--- src/rtl/nv_nvdla_cacc_pkg.sv ---
// -----------------------------------------------------------------------------
// nv_nvdla_cacc_pkg
// Shared definitions for the CACC mac2accu receive front:
//   - side-band pd bit positions
//   - sequencing FSM state encoding
//   - beat record stored in the receive FIFO
//   - saturating 16-bit increment used by the stripe counter
// -----------------------------------------------------------------------------
package nv_nvdla_cacc_pkg;

  localparam int CACC_ATOMK_HALF   = 8;
  localparam int CACC_RESULT_WIDTH = 19;
  localparam int CACC_PD_W         = 9;

  localparam int PD_STRIPE_ST   = 0;
  localparam int PD_STRIPE_END  = 1;
  localparam int PD_CHANNEL_END = 2;
  localparam int PD_LAYER_END   = 3;
  localparam int PD_BATCH_LSB   = 4;

  typedef enum logic [1:0] {
    IDLE       = 2'd0,
    IN_STRIPE  = 2'd1,
    STRIPE_GAP = 2'd2,
    LAYER_END  = 2'd3
  } rx_state_e;

  // Field widths follow the package constants; the top-level parameters are
  // expected to stay at these defaults.
  typedef struct packed {
    logic [CACC_ATOMK_HALF*CACC_RESULT_WIDTH-1:0] data;
    logic [CACC_ATOMK_HALF-1:0]                   mask;
    logic                                         mode;
    logic [CACC_PD_W-1:0]                         pd;
  } mac_beat_t;

  function automatic logic [15:0] sat_inc16(input logic [15:0] v);
    return (v == 16'hFFFF) ? v : (v + 16'd1);
  endfunction

endpackage

--- src/rtl/nv_nvdla_cacc_mac_rx_fifo.sv ---
// -----------------------------------------------------------------------------
// nv_nvdla_cacc_mac_rx_fifo
// DEPTH-entry register FIFO of mac_beat_t records. The head entry is read
// straight out of the storage registers, so a write in cycle N is visible at
// the earliest in cycle N+1. The caller guarantees push_i is only raised when
// the FIFO is not full or a pop happens in the same cycle.
// Ports:
//   clk_i, rst_ni       clock, async active-low reset
//   push_i, wdata_i     write strobe and beat
//   pop_i               read strobe (only while !empty_o)
//   rdata_o             head beat
//   full_o, empty_o     occupancy flags
// -----------------------------------------------------------------------------
module nv_nvdla_cacc_mac_rx_fifo
  import nv_nvdla_cacc_pkg::*;
#(
  parameter int DEPTH = 4
) (
  input  logic      clk_i,
  input  logic      rst_ni,
  input  logic      push_i,
  input  mac_beat_t wdata_i,
  input  logic      pop_i,
  output mac_beat_t rdata_o,
  output logic      full_o,
  output logic      empty_o
);

  localparam int AW = (DEPTH > 1) ? $clog2(DEPTH) : 1;
  localparam logic [AW-1:0] PTR_ONE  = AW'(1);
  localparam logic [AW:0]   CNT_ONE  = (AW+1)'(1);
  localparam logic [AW:0]   CNT_FULL = (AW+1)'(DEPTH);

  mac_beat_t     mem_q [DEPTH];
  logic [AW-1:0] wr_ptr_q;
  logic [AW-1:0] rd_ptr_q;
  logic [AW:0]   cnt_q;

  // Storage, pointers and occupancy count.
  always_ff @(posedge clk_i or negedge rst_ni) begin
    if (!rst_ni) begin
      for (int i = 0; i < DEPTH; i++) begin
        mem_q[i] <= '0;
      end
      wr_ptr_q <= '0;
      rd_ptr_q <= '0;
      cnt_q    <= '0;
    end else begin
      if (push_i) begin
        mem_q[wr_ptr_q] <= wdata_i;
        wr_ptr_q        <= wr_ptr_q + PTR_ONE;
      end
      if (pop_i) begin
        rd_ptr_q <= rd_ptr_q + PTR_ONE;
      end
      case ({push_i, pop_i})
        2'b10:   cnt_q <= cnt_q + CNT_ONE;
        2'b01:   cnt_q <= cnt_q - CNT_ONE;
        default: cnt_q <= cnt_q;
      endcase
    end
  end

  assign rdata_o = mem_q[rd_ptr_q];
  assign full_o  = (cnt_q == CNT_FULL);
  assign empty_o = (cnt_q == '0);

endmodule

--- src/rtl/nv_nvdla_cacc_mac_rx.sv ---
// -----------------------------------------------------------------------------
// nv_nvdla_cacc_mac_rx
// Receive front of CACC for the mac2accu interface. Every valid input beat
// (no backpressure upstream) has its unmasked lanes zeroed and is queued in an
// elastic FIFO, then offered to the accumulator over rx2acc valid/ready.
// A push-side FSM tracks stripe/layer sequencing, pulses layer_done with the
// stripe count of the finished layer, and flags sequencing/overflow errors.
// Optional feature macro: NVDLA_CACC_MAC_RX_ERR_EN enables the sticky error
// flags and err_clr; without it err_seq/err_ovf read 0 and overflowing beats
// are still dropped.
// Ports:
//   nvdla_core_clk, nvdla_core_rstn     clock, async active-low reset
//   mac2accu_pvld/mask/mode/data/pd     input beat
//   rx2acc_valid/ready/data/mask/mode/pd  output beat handshake
//   layer_done, stripe_cnt              end-of-layer pulse and stripe count
//   err_seq, err_ovf, err_clr           sticky errors and their clear
// -----------------------------------------------------------------------------
module nv_nvdla_cacc_mac_rx
  import nv_nvdla_cacc_pkg::*;
#(
  parameter int ATOMK_HALF   = CACC_ATOMK_HALF,
  parameter int RESULT_WIDTH = CACC_RESULT_WIDTH,
  parameter int FIFO_DEPTH   = 4
) (
  input  logic                               nvdla_core_clk,
  input  logic                               nvdla_core_rstn,
  input  logic                               mac2accu_pvld,
  input  logic [ATOMK_HALF-1:0]              mac2accu_mask,
  input  logic                               mac2accu_mode,
  input  logic [ATOMK_HALF*RESULT_WIDTH-1:0] mac2accu_data,
  input  logic [8:0]                         mac2accu_pd,
  output logic                               rx2acc_valid,
  input  logic                               rx2acc_ready,
  output logic [ATOMK_HALF*RESULT_WIDTH-1:0] rx2acc_data,
  output logic [ATOMK_HALF-1:0]              rx2acc_mask,
  output logic                               rx2acc_mode,
  output logic [8:0]                         rx2acc_pd,
  output logic                               layer_done,
  output logic [15:0]                        stripe_cnt,
  output logic                               err_seq,
  output logic                               err_ovf,
  input  logic                               err_clr
);

  mac_beat_t wbeat_s;
  mac_beat_t rbeat_s;
  logic      full_s;
  logic      empty_s;
  logic      pop_s;
  logic      accept_s;
  logic      ovf_s;

  // A full FIFO still takes a beat when the head leaves in the same cycle.
  assign pop_s    = rx2acc_valid && rx2acc_ready;
  assign accept_s = mac2accu_pvld && (!full_s || pop_s);
  assign ovf_s    = mac2accu_pvld && full_s && !pop_s;

  // Lane masking and packing of the incoming beat.
  always_comb begin
    wbeat_s = '0;
    for (int k = 0; k < ATOMK_HALF; k++) begin
      wbeat_s.data[k*RESULT_WIDTH +: RESULT_WIDTH] =
        mac2accu_data[k*RESULT_WIDTH +: RESULT_WIDTH] & {RESULT_WIDTH{mac2accu_mask[k]}};
    end
    wbeat_s.mask = mac2accu_mask;
    wbeat_s.mode = mac2accu_mode;
    wbeat_s.pd   = mac2accu_pd;
  end

  nv_nvdla_cacc_mac_rx_fifo #(
    .DEPTH (FIFO_DEPTH)
  ) u_fifo (
    .clk_i   (nvdla_core_clk),
    .rst_ni  (nvdla_core_rstn),
    .push_i  (accept_s),
    .wdata_i (wbeat_s),
    .pop_i   (pop_s),
    .rdata_o (rbeat_s),
    .full_o  (full_s),
    .empty_o (empty_s)
  );

  assign rx2acc_valid = !empty_s;
  assign rx2acc_data  = rbeat_s.data;
  assign rx2acc_mask  = rbeat_s.mask;
  assign rx2acc_mode  = rbeat_s.mode;
  assign rx2acc_pd    = rbeat_s.pd;

  // ---------------------------------------------------------------------------
  // Sequencing FSM (push side, accepted beats only)
  // ---------------------------------------------------------------------------
  rx_state_e   state_q, state_d, eff_s;
  logic [15:0] cnt_q, cnt_d;
  logic [15:0] stripe_cnt_q;
  logic        layer_done_q;
  logic        seq_err_s;
  logic        pd_st_s, pd_end_s, pd_lend_s;

  assign pd_st_s   = mac2accu_pd[PD_STRIPE_ST];
  assign pd_end_s  = mac2accu_pd[PD_STRIPE_END];
  assign pd_lend_s = mac2accu_pd[PD_LAYER_END];

  // Next-state logic. LAYER_END lasts one cycle; a beat in that cycle is
  // judged as if the FSM were already back in IDLE with a cleared counter.
  always_comb begin
    state_d   = state_q;
    cnt_d     = cnt_q;
    seq_err_s = 1'b0;
    eff_s     = state_q;
    if (state_q == LAYER_END) begin
      eff_s   = IDLE;
      state_d = IDLE;
      cnt_d   = '0;
    end else begin
      eff_s   = state_q;
    end
    if (accept_s) begin
      if ((eff_s == IN_STRIPE) || pd_st_s) begin
        // stripe_st inside a stripe restarts it but is still an error
        if ((eff_s == IN_STRIPE) && pd_st_s) begin
          seq_err_s = 1'b1;
        end else begin
          seq_err_s = 1'b0;
        end
        if (pd_end_s) begin
          cnt_d   = sat_inc16(cnt_d);
          state_d = pd_lend_s ? LAYER_END : STRIPE_GAP;
        end else if (pd_lend_s) begin
          seq_err_s = 1'b1;
          state_d   = LAYER_END;
        end else begin
          state_d   = IN_STRIPE;
        end
      end else begin
        // beat outside a stripe: still stored, state held
        seq_err_s = 1'b1;
        state_d   = eff_s;
      end
    end else begin
      seq_err_s = 1'b0;
    end
  end

  // FSM state, stripe counter and registered layer_done/stripe_cnt.
  always_ff @(posedge nvdla_core_clk or negedge nvdla_core_rstn) begin
    if (!nvdla_core_rstn) begin
      state_q      <= IDLE;
      cnt_q        <= '0;
      layer_done_q <= 1'b0;
      stripe_cnt_q <= '0;
    end else begin
      state_q      <= state_d;
      cnt_q        <= cnt_d;
      layer_done_q <= (state_d == LAYER_END);
      if (state_d == LAYER_END) begin
        stripe_cnt_q <= cnt_d;
      end
    end
  end

  assign layer_done = layer_done_q;
  assign stripe_cnt = stripe_cnt_q;

`ifdef NVDLA_CACC_MAC_RX_ERR_EN
  logic err_seq_q;
  logic err_ovf_q;

  // Sticky error flags; a new error wins over a coincident clear.
  always_ff @(posedge nvdla_core_clk or negedge nvdla_core_rstn) begin
    if (!nvdla_core_rstn) begin
      err_seq_q <= 1'b0;
      err_ovf_q <= 1'b0;
    end else begin
      err_seq_q <= seq_err_s ? 1'b1 : (err_clr ? 1'b0 : err_seq_q);
      err_ovf_q <= ovf_s     ? 1'b1 : (err_clr ? 1'b0 : err_ovf_q);
    end
  end

  assign err_seq = err_seq_q;
  assign err_ovf = err_ovf_q;
`else
  logic unused_err_s;
  assign unused_err_s = ^{err_clr, seq_err_s, ovf_s};
  assign err_seq      = 1'b0;
  assign err_ovf      = 1'b0;
`endif

endmodule
--- config.mk ---
export PLATFORM = sky130hd
export DESIGN_NAME = nv_nvdla_cacc_mac_rx
export DESIGN_NICKNAME = d
export VERILOG_FILES = /design/src/rtl/nv_nvdla_cacc_pkg.sv /design/src/rtl/nv_nvdla_cacc_mac_rx_fifo.sv /design/src/rtl/nv_nvdla_cacc_mac_rx.sv
export SDC_FILE = /design/constraint.sdc
export NUM_CORES = 1
export LEC_CHECK = 0
export ABC_AREA = 1
export ABC_CLOCK_PERIOD_IN_PS = 4750
export CAP_MARGIN = 25
export CORE_MARGIN = 2
export CORE_UTILIZATION = 45
export CTS_CLUSTER_SIZE = 16
export DETAILED_ROUTE_END_ITERATION = 8
export PLACE_DENSITY = 0.66
export SYNTH_ARGS = -nofsm -noshare
export SYNTH_HDL_FRONTEND = slang
export SYNTH_HIERARCHICAL = 1
export SYNTH_SLANG_ARGS = --single-unit
--- constraint.sdc ---
create_clock -name nvdla_core_clk -period 4.75 [get_ports nvdla_core_clk]
set_input_delay 0.7125 -clock nvdla_core_clk [delete_from_list [all_inputs] [get_ports nvdla_core_clk]]
set_output_delay 0.7125 -clock nvdla_core_clk [all_outputs]
set_load 0.01 [all_outputs]
After elaboration in Yosys (flattened, before gate mapping):

Index checks and enable logic that the tools add are counted.

* register bits: 722
* input port bits: 175
* output and inout port bits: 190
* word-level logic and storage cells: 75

* add/subtract/negate cells: 5
* order comparisons: 3
* eq/ne operators: 7
* muxes and demuxes: 18
* bitwise operators: 10
* reductions and logical operators: 9

Operators with widths (number)
* $bwmux 680: 1
* $mux 170: 3
* $bmux 170 s2: 1
* $demux 170 s2: 1
* $and 19x19->19: 8
* $mux 16: 5
* $add 16x1->16 const B: 1
* $eq 16x16->1 const B: 1
* $mux 2: 5
* $eq 2x2->1 const B: 3
* $ge 3x3->1 const B: 2
* $not 2->3: 2
* $pmux 3 s2: 1
* $add 2x1->2 const B: 2
* $eq 2x1->1 const B: 2
* $add 3x1->3 const B: 1
* $eq 3x3->1 const B: 1
* $logic_and 1x1->1: 3
* $logic_not 3->1: 1
* $lt 3x1->1 const B: 1
* $sub 3x1->3 const B: 1
* $logic_not 1->1: 2
* $logic_or 1x1->1: 2
* $reduce_bool 2->1: 1
* $mux 1: 1

Logic depth before layout (Yosys ltp):

* depth after elaboration: 7
* mapped depth: 16
* depth with buffers taken out: 15

Hierarchy:

Netlist, hierarchy kept.

Modules (own cells, without submodules)
* nv_nvdla_cacc_mac_rx_fifo: instances 1, cells an instance 3706, area an instance 31156.1 µm², seq. area each 17191.5 µm²
* nv_nvdla_cacc_mac_rx: instances 1, cells an instance 561, area an instance 3168.0 µm², seq. area each 875.8 µm²

Worst setup path before layout:

Ideal clock, no wire load.

* path kind: input -> register
* from: input rx2acc_ready
* to: register u_fifo.cnt_q[2]
* library setup time: 117 ps
* arrival time: 2054 ps
* required time: 4633 ps
* path slack: 2579 ps
* stages: 13
* buffers on the path: 1
* cells stage by stage: nand2_1 -> nand2_1 -> nand2_2 -> inv_1 -> buf_6 -> inv_1 -> ha_1 -> inv_1 -> fa_1 -> nand2_1 -> nand3_1 -> nand2_1 -> nand2_1

* longest elaborated chain between the ends: 5
* elaborated cells between the ends (all ways): 7
* those cells by class: 2 x eq/ne; 1 x mux; 4 x reduce/logical

Ends and longest elaborated chain
* start: declaration: RTL line nv_nvdla_cacc_mac_rx.sv:33 `input logic rx2acc_ready,`
* $logic_and 1x1->1 *: RTL line nv_nvdla_cacc_mac_rx.sv:54 `assign pop_s = rx2acc_valid && rx2acc_ready;`
* $logic_or 1x1->1 *: RTL line nv_nvdla_cacc_mac_rx.sv:55 `assign accept_s = mac2accu_pvld && (!full_s || pop_s);`
* $logic_and 1x1->1 *: RTL line nv_nvdla_cacc_mac_rx.sv:55
* named net accept_s: RTL line nv_nvdla_cacc_mac_rx.sv:50 `logic accept_s;`
* $eq 2x1->1 or $eq 2x2->1 (tied branches): RTL line nv_nvdla_cacc_mac_rx_fifo.sv:56 `case ({push_i, pop_i})`
* $pmux 3 s2 or $reduce_bool 2->1 (tied branches)
* end signal: assignment: RTL line nv_nvdla_cacc_mac_rx_fifo.sv:57 `2'b10: cnt_q <= cnt_q + CNT_ONE;`
* end signal: assignment: RTL line nv_nvdla_cacc_mac_rx_fifo.sv:58 `2'b01: cnt_q <= cnt_q - CNT_ONE;`
* end signal: assignment: RTL line nv_nvdla_cacc_mac_rx_fifo.sv:59 `default: cnt_q <= cnt_q;`
* end: declaration: RTL line nv_nvdla_cacc_mac_rx_fifo.sv:37 `logic [AW:0] cnt_q;`

The timed path passes the listed nets; every way through them passes the cells marked *.
A chain may end at the register's enable or synchronous reset.

Final worst setup path:

* from: register u_fifo.rd_ptr_q[0]
* to: output rx2acc_data[151]

* longest elaborated chain between the ends: 4

Ends and longest elaborated chain
* start: declaration: RTL line nv_nvdla_cacc_mac_rx_fifo.sv:36 `logic [AW-1:0] rd_ptr_q;`
* start signal: assignment: RTL line nv_nvdla_cacc_mac_rx_fifo.sv:54 `rd_ptr_q <= rd_ptr_q + PTR_ONE;`
* $not 2->3 (implied by the code): RTL line nv_nvdla_cacc_mac_rx_fifo.sv:64 `assign rdata_o = mem_q[rd_ptr_q];`
* $bmux 170 s2: RTL line nv_nvdla_cacc_mac_rx_fifo.sv:64
* $mux 170 (implied by the code) (2 in a row): RTL line nv_nvdla_cacc_mac_rx_fifo.sv:64
* end: declaration: RTL line nv_nvdla_cacc_mac_rx.sv:34 `output logic [ATOMK_HALF*RESULT_WIDTH-1:0] rx2acc_data,`

No other way between the ends. The select of a mux whose other input is x is not followed.

==> results by group <==
Critical path
  – Setup Crit Path Kind: reg2out
  – WP data arrival: 3150 ps
  – R2R Path End: u_fifo/mem_q[428]
  – CP startpoint kind: flip-flop
  – Max FO, Critical Path: 64
  – Critical path required time: 4040 ps
  – Worst flop-to-flop path startpoint: u_fifo/cnt_q[1]
  – Reg2reg setup slack: 1710 ps
  – Worst Setup End Kind: primary output
  – R2R depth: 11

Cells and area
  – Fraction of layout cells with a size suffix above 1: 0.0490
  – Fill cells: 7166
  – Layout Nets: 4652
  – Final Non-Filler Cells: 5514
  – Area delta synth->final: 19.2%

CTS
  – Total clock sinks: 722
  – Post-CTS sizing: 0
  – CTS tree: yes
  – Clock root buffer: clkbuf_16
  – H-tree depth: 3
  – Postcts setup bufs: 0
  – Hold Buf Count CTS: 0
  – Clock buffer depth: 3
  – Clk pin slew, worst setup/hold paths: 60 ps
  – Clk_lat worst skew: 610 ps
  – Total CTS buffers: 79

Floorplan
  – Die Area: 78500 um^2
  – Initial Utilization: 0.453
  – # IOs: 365
  – # rows: 101
  – Core footprint: 75700 um^2
  – Die W: 280 um
  – Die Y: 280 um

Drt
  – DR vias: 27600
  – Post-route ant nets: 0
  – Vias per inst: 5.00
  – DRC viols: 0
  – Final wirelength: 84.1 mm
  – Routed wire length per instance: 15.3 um
  – DRT Pass-1 Iters: 6
  – Initial DRC Count: 2113

Synth
  – Post-synthesis async set-or-reset flop share: 1.00
  – Synth Area per Inst: 8.04 um^2
  – Top cells by area, synth: dfrtp_1 53%, nand2_1 16%, inv_1 7.7%, o21ai_1 7.6%, o211ai_1 7.4%
  – Cell with the most instances after synthesis: nand2_1
  – Synth cell count leaders: 1428 x nand2_1, 722 x dfrtp_1, 705 x inv_1
  – Cells after Synth: 4267
  – Cell taking the most area after synthesis: dfrtp_1
  – Yosys warns: 6
  – Post-synth top area share: 0.526
  – Synth Flop Type: dfrtp_1
  – Mapped Area: 34300 um^2
  – EDFF count, synth: 0
  – Synthesized flop and latch total: 722
  – Sequential share of the synthesized area: 0.526
  – Distinct cells, synth: 37

Placement
  – I/O Buffers: 361
  – Placed Cells: 5368
  – GPL Wtd Cong: 0.784
  – Post-DP HPWL: 50.9 mm

Timing
  – Fmax: 259 MHz
  – Setup TNS: 0 ps
  – Relative slew slack: 0.326
  – Min cycle time layout: 3860 ps
  – Least-Margin Pin Slew: 1010 ps
  – Endpoints failing setup: 0
  – Skew final: 22.6 ps
  – Max Transition Viols Final: 0
  – Unrepaired setup endpoints after global routing: false
  – Tcrit/Tclk final: 0.812
  – Final hold vios: 0

Global routing
  – Vias in the first global route: 26900
  – All-Layer GR Usage: 0.218
  – Initial antenna violation count: 2
  – Pin count of the biggest net entering global routing: 186
  – First-pass GRT wire length: 139 mm
  – GRT Residual Overflow: 0

Power and ir drop
  – PD cells: 678 nW/um^2
  – Worst VDD drop: 483 uV
  – Power Total: 27.7 mW
  – Leak: 20.4 nW

Worst hold path
  – Worst hold path type: in2async

Flow run
  – Max_cap viols: 0

Status
  – Status: complete, no violations
==> state kept, by name, summed over array words and instances, names as in the netlist <==
name             cells
u_fifo/mem_q       680
cnt_q               16
stripe_cnt          16
u_fifo/cnt_q         3
state_q              2
u_fifo/rd_ptr_q      2
u_fifo/wr_ptr_q      2
layer_done           1
==> worst max-delay path, stage by stage (launching register included) <==
cell and delay [ps]:
dfrtp_4 940, buf_4 630, o211ai_1 180, nand2_1 160, clkdlybuf4s50_1 570
==> power breakdown <==
group	leakage (nW)	switching, mW	internal, mW
Sequential	9.41	1.20	8.32
Clock	1.30	2.49	3.57
Combinational	9.69	7.01	5.15
Total	20.4	10.7	17.0
==> final cells by class <==
cell class / instances / area [um^2] / area share
Sequential cell: 722 / 18100 / 0.442
Multi-Input combinational cell: 2552 / 12100 / 0.297
Timing Repair Buffer: 407 / 4230 / 0.103
Inverter: 709 / 2670 / 0.0652
Clock buffer: 112 / 2280 / 0.0557
Tap cell: 978 / 1220 / 0.0299
Clock inverter: 33 / 299 / 0.00731
Antenna cell: 1 / 2.50 / 0.0000611
==> routing by layer <==
layer  global-route usage  vias up  part of all wire
li1                     -    13900                 -
met1                0.304    13000              0.47
met2                0.351      582              0.46
met3               0.0371      120             0.047
met4               0.0635        2             0.024
met5                    0        -           0.00013
==> through the flow <==
step | hold slack (ps) | area [um^2] | worst slack, ps | util
CTS | 183 | 40900 | 846 | 0.541
detailed placement | 468 | 38300 | 1260 | 0.507
finish | 195 | 40900 | 891 | 0.541
global route | 224 | 40900 | 723 | 0.541
floorplan | 417 | 34300 | 2580 | -
global placement | 465 | 38300 | 1300 | 0.506
==> cell families (layout without fill, tap and decap cells) <==
| kind of cell | after synthesis | in the layout | share of synthesized area |
|---|---|---|---|
| other | 1 | 3 | 0.000109 |
| buffers and inverters | 994 | 1261 | 0.121 |
| AO/OA/AOI/OAI | 1029 | 1029 | 0.175 |
| XOR/XNOR | 5 | 5 | 0.00149 |
| AND/OR/NAND/NOR | 1510 | 1510 | 0.173 |
| adder cells (fa/ha/maj) | 6 | 6 | 0.00241 |
| flip-flops | 722 | 722 | 0.526 |
==> worst max path at each step <==
stage,cells past startpoint,from,slack [ps],to
2_1_floorplan,13,rx2acc_ready,2580,u_fifo/cnt_q[2]
3_3_place_gp,9,rx2acc_ready,1300,u_fifo/mem_q[354]
3_5_place_dp,10,rx2acc_ready,1260,u_fifo/mem_q[428]
4_1_cts,4,u_fifo/rd_ptr_q[0],850,rx2acc_data[151]
5_1_grt,4,u_fifo/rd_ptr_q[0],720,rx2acc_data[127]
6_report,4,u_fifo/rd_ptr_q[0],890,rx2acc_data[151]
==> cell usage in the layout (no fill, tap or decap), drive strengths merged <==
master / instances
nand2: 1439
dfrtp: 722
inv: 712
o21ai: 688
clkdlybuf4s50: 360
o211ai: 340
clkbuf: 112
buf: 47
nand3: 29
clkinv: 26
nor2: 24
nand4: 10
ha: 5
bufinv: 4
xor2: 3
nor3: 3
nand3b: 2
and2: 2
conb: 2
xnor2: 2
diode: 1
a21oi: 1
or2: 1
fa: 1
(Power assumes the default switching activity.)
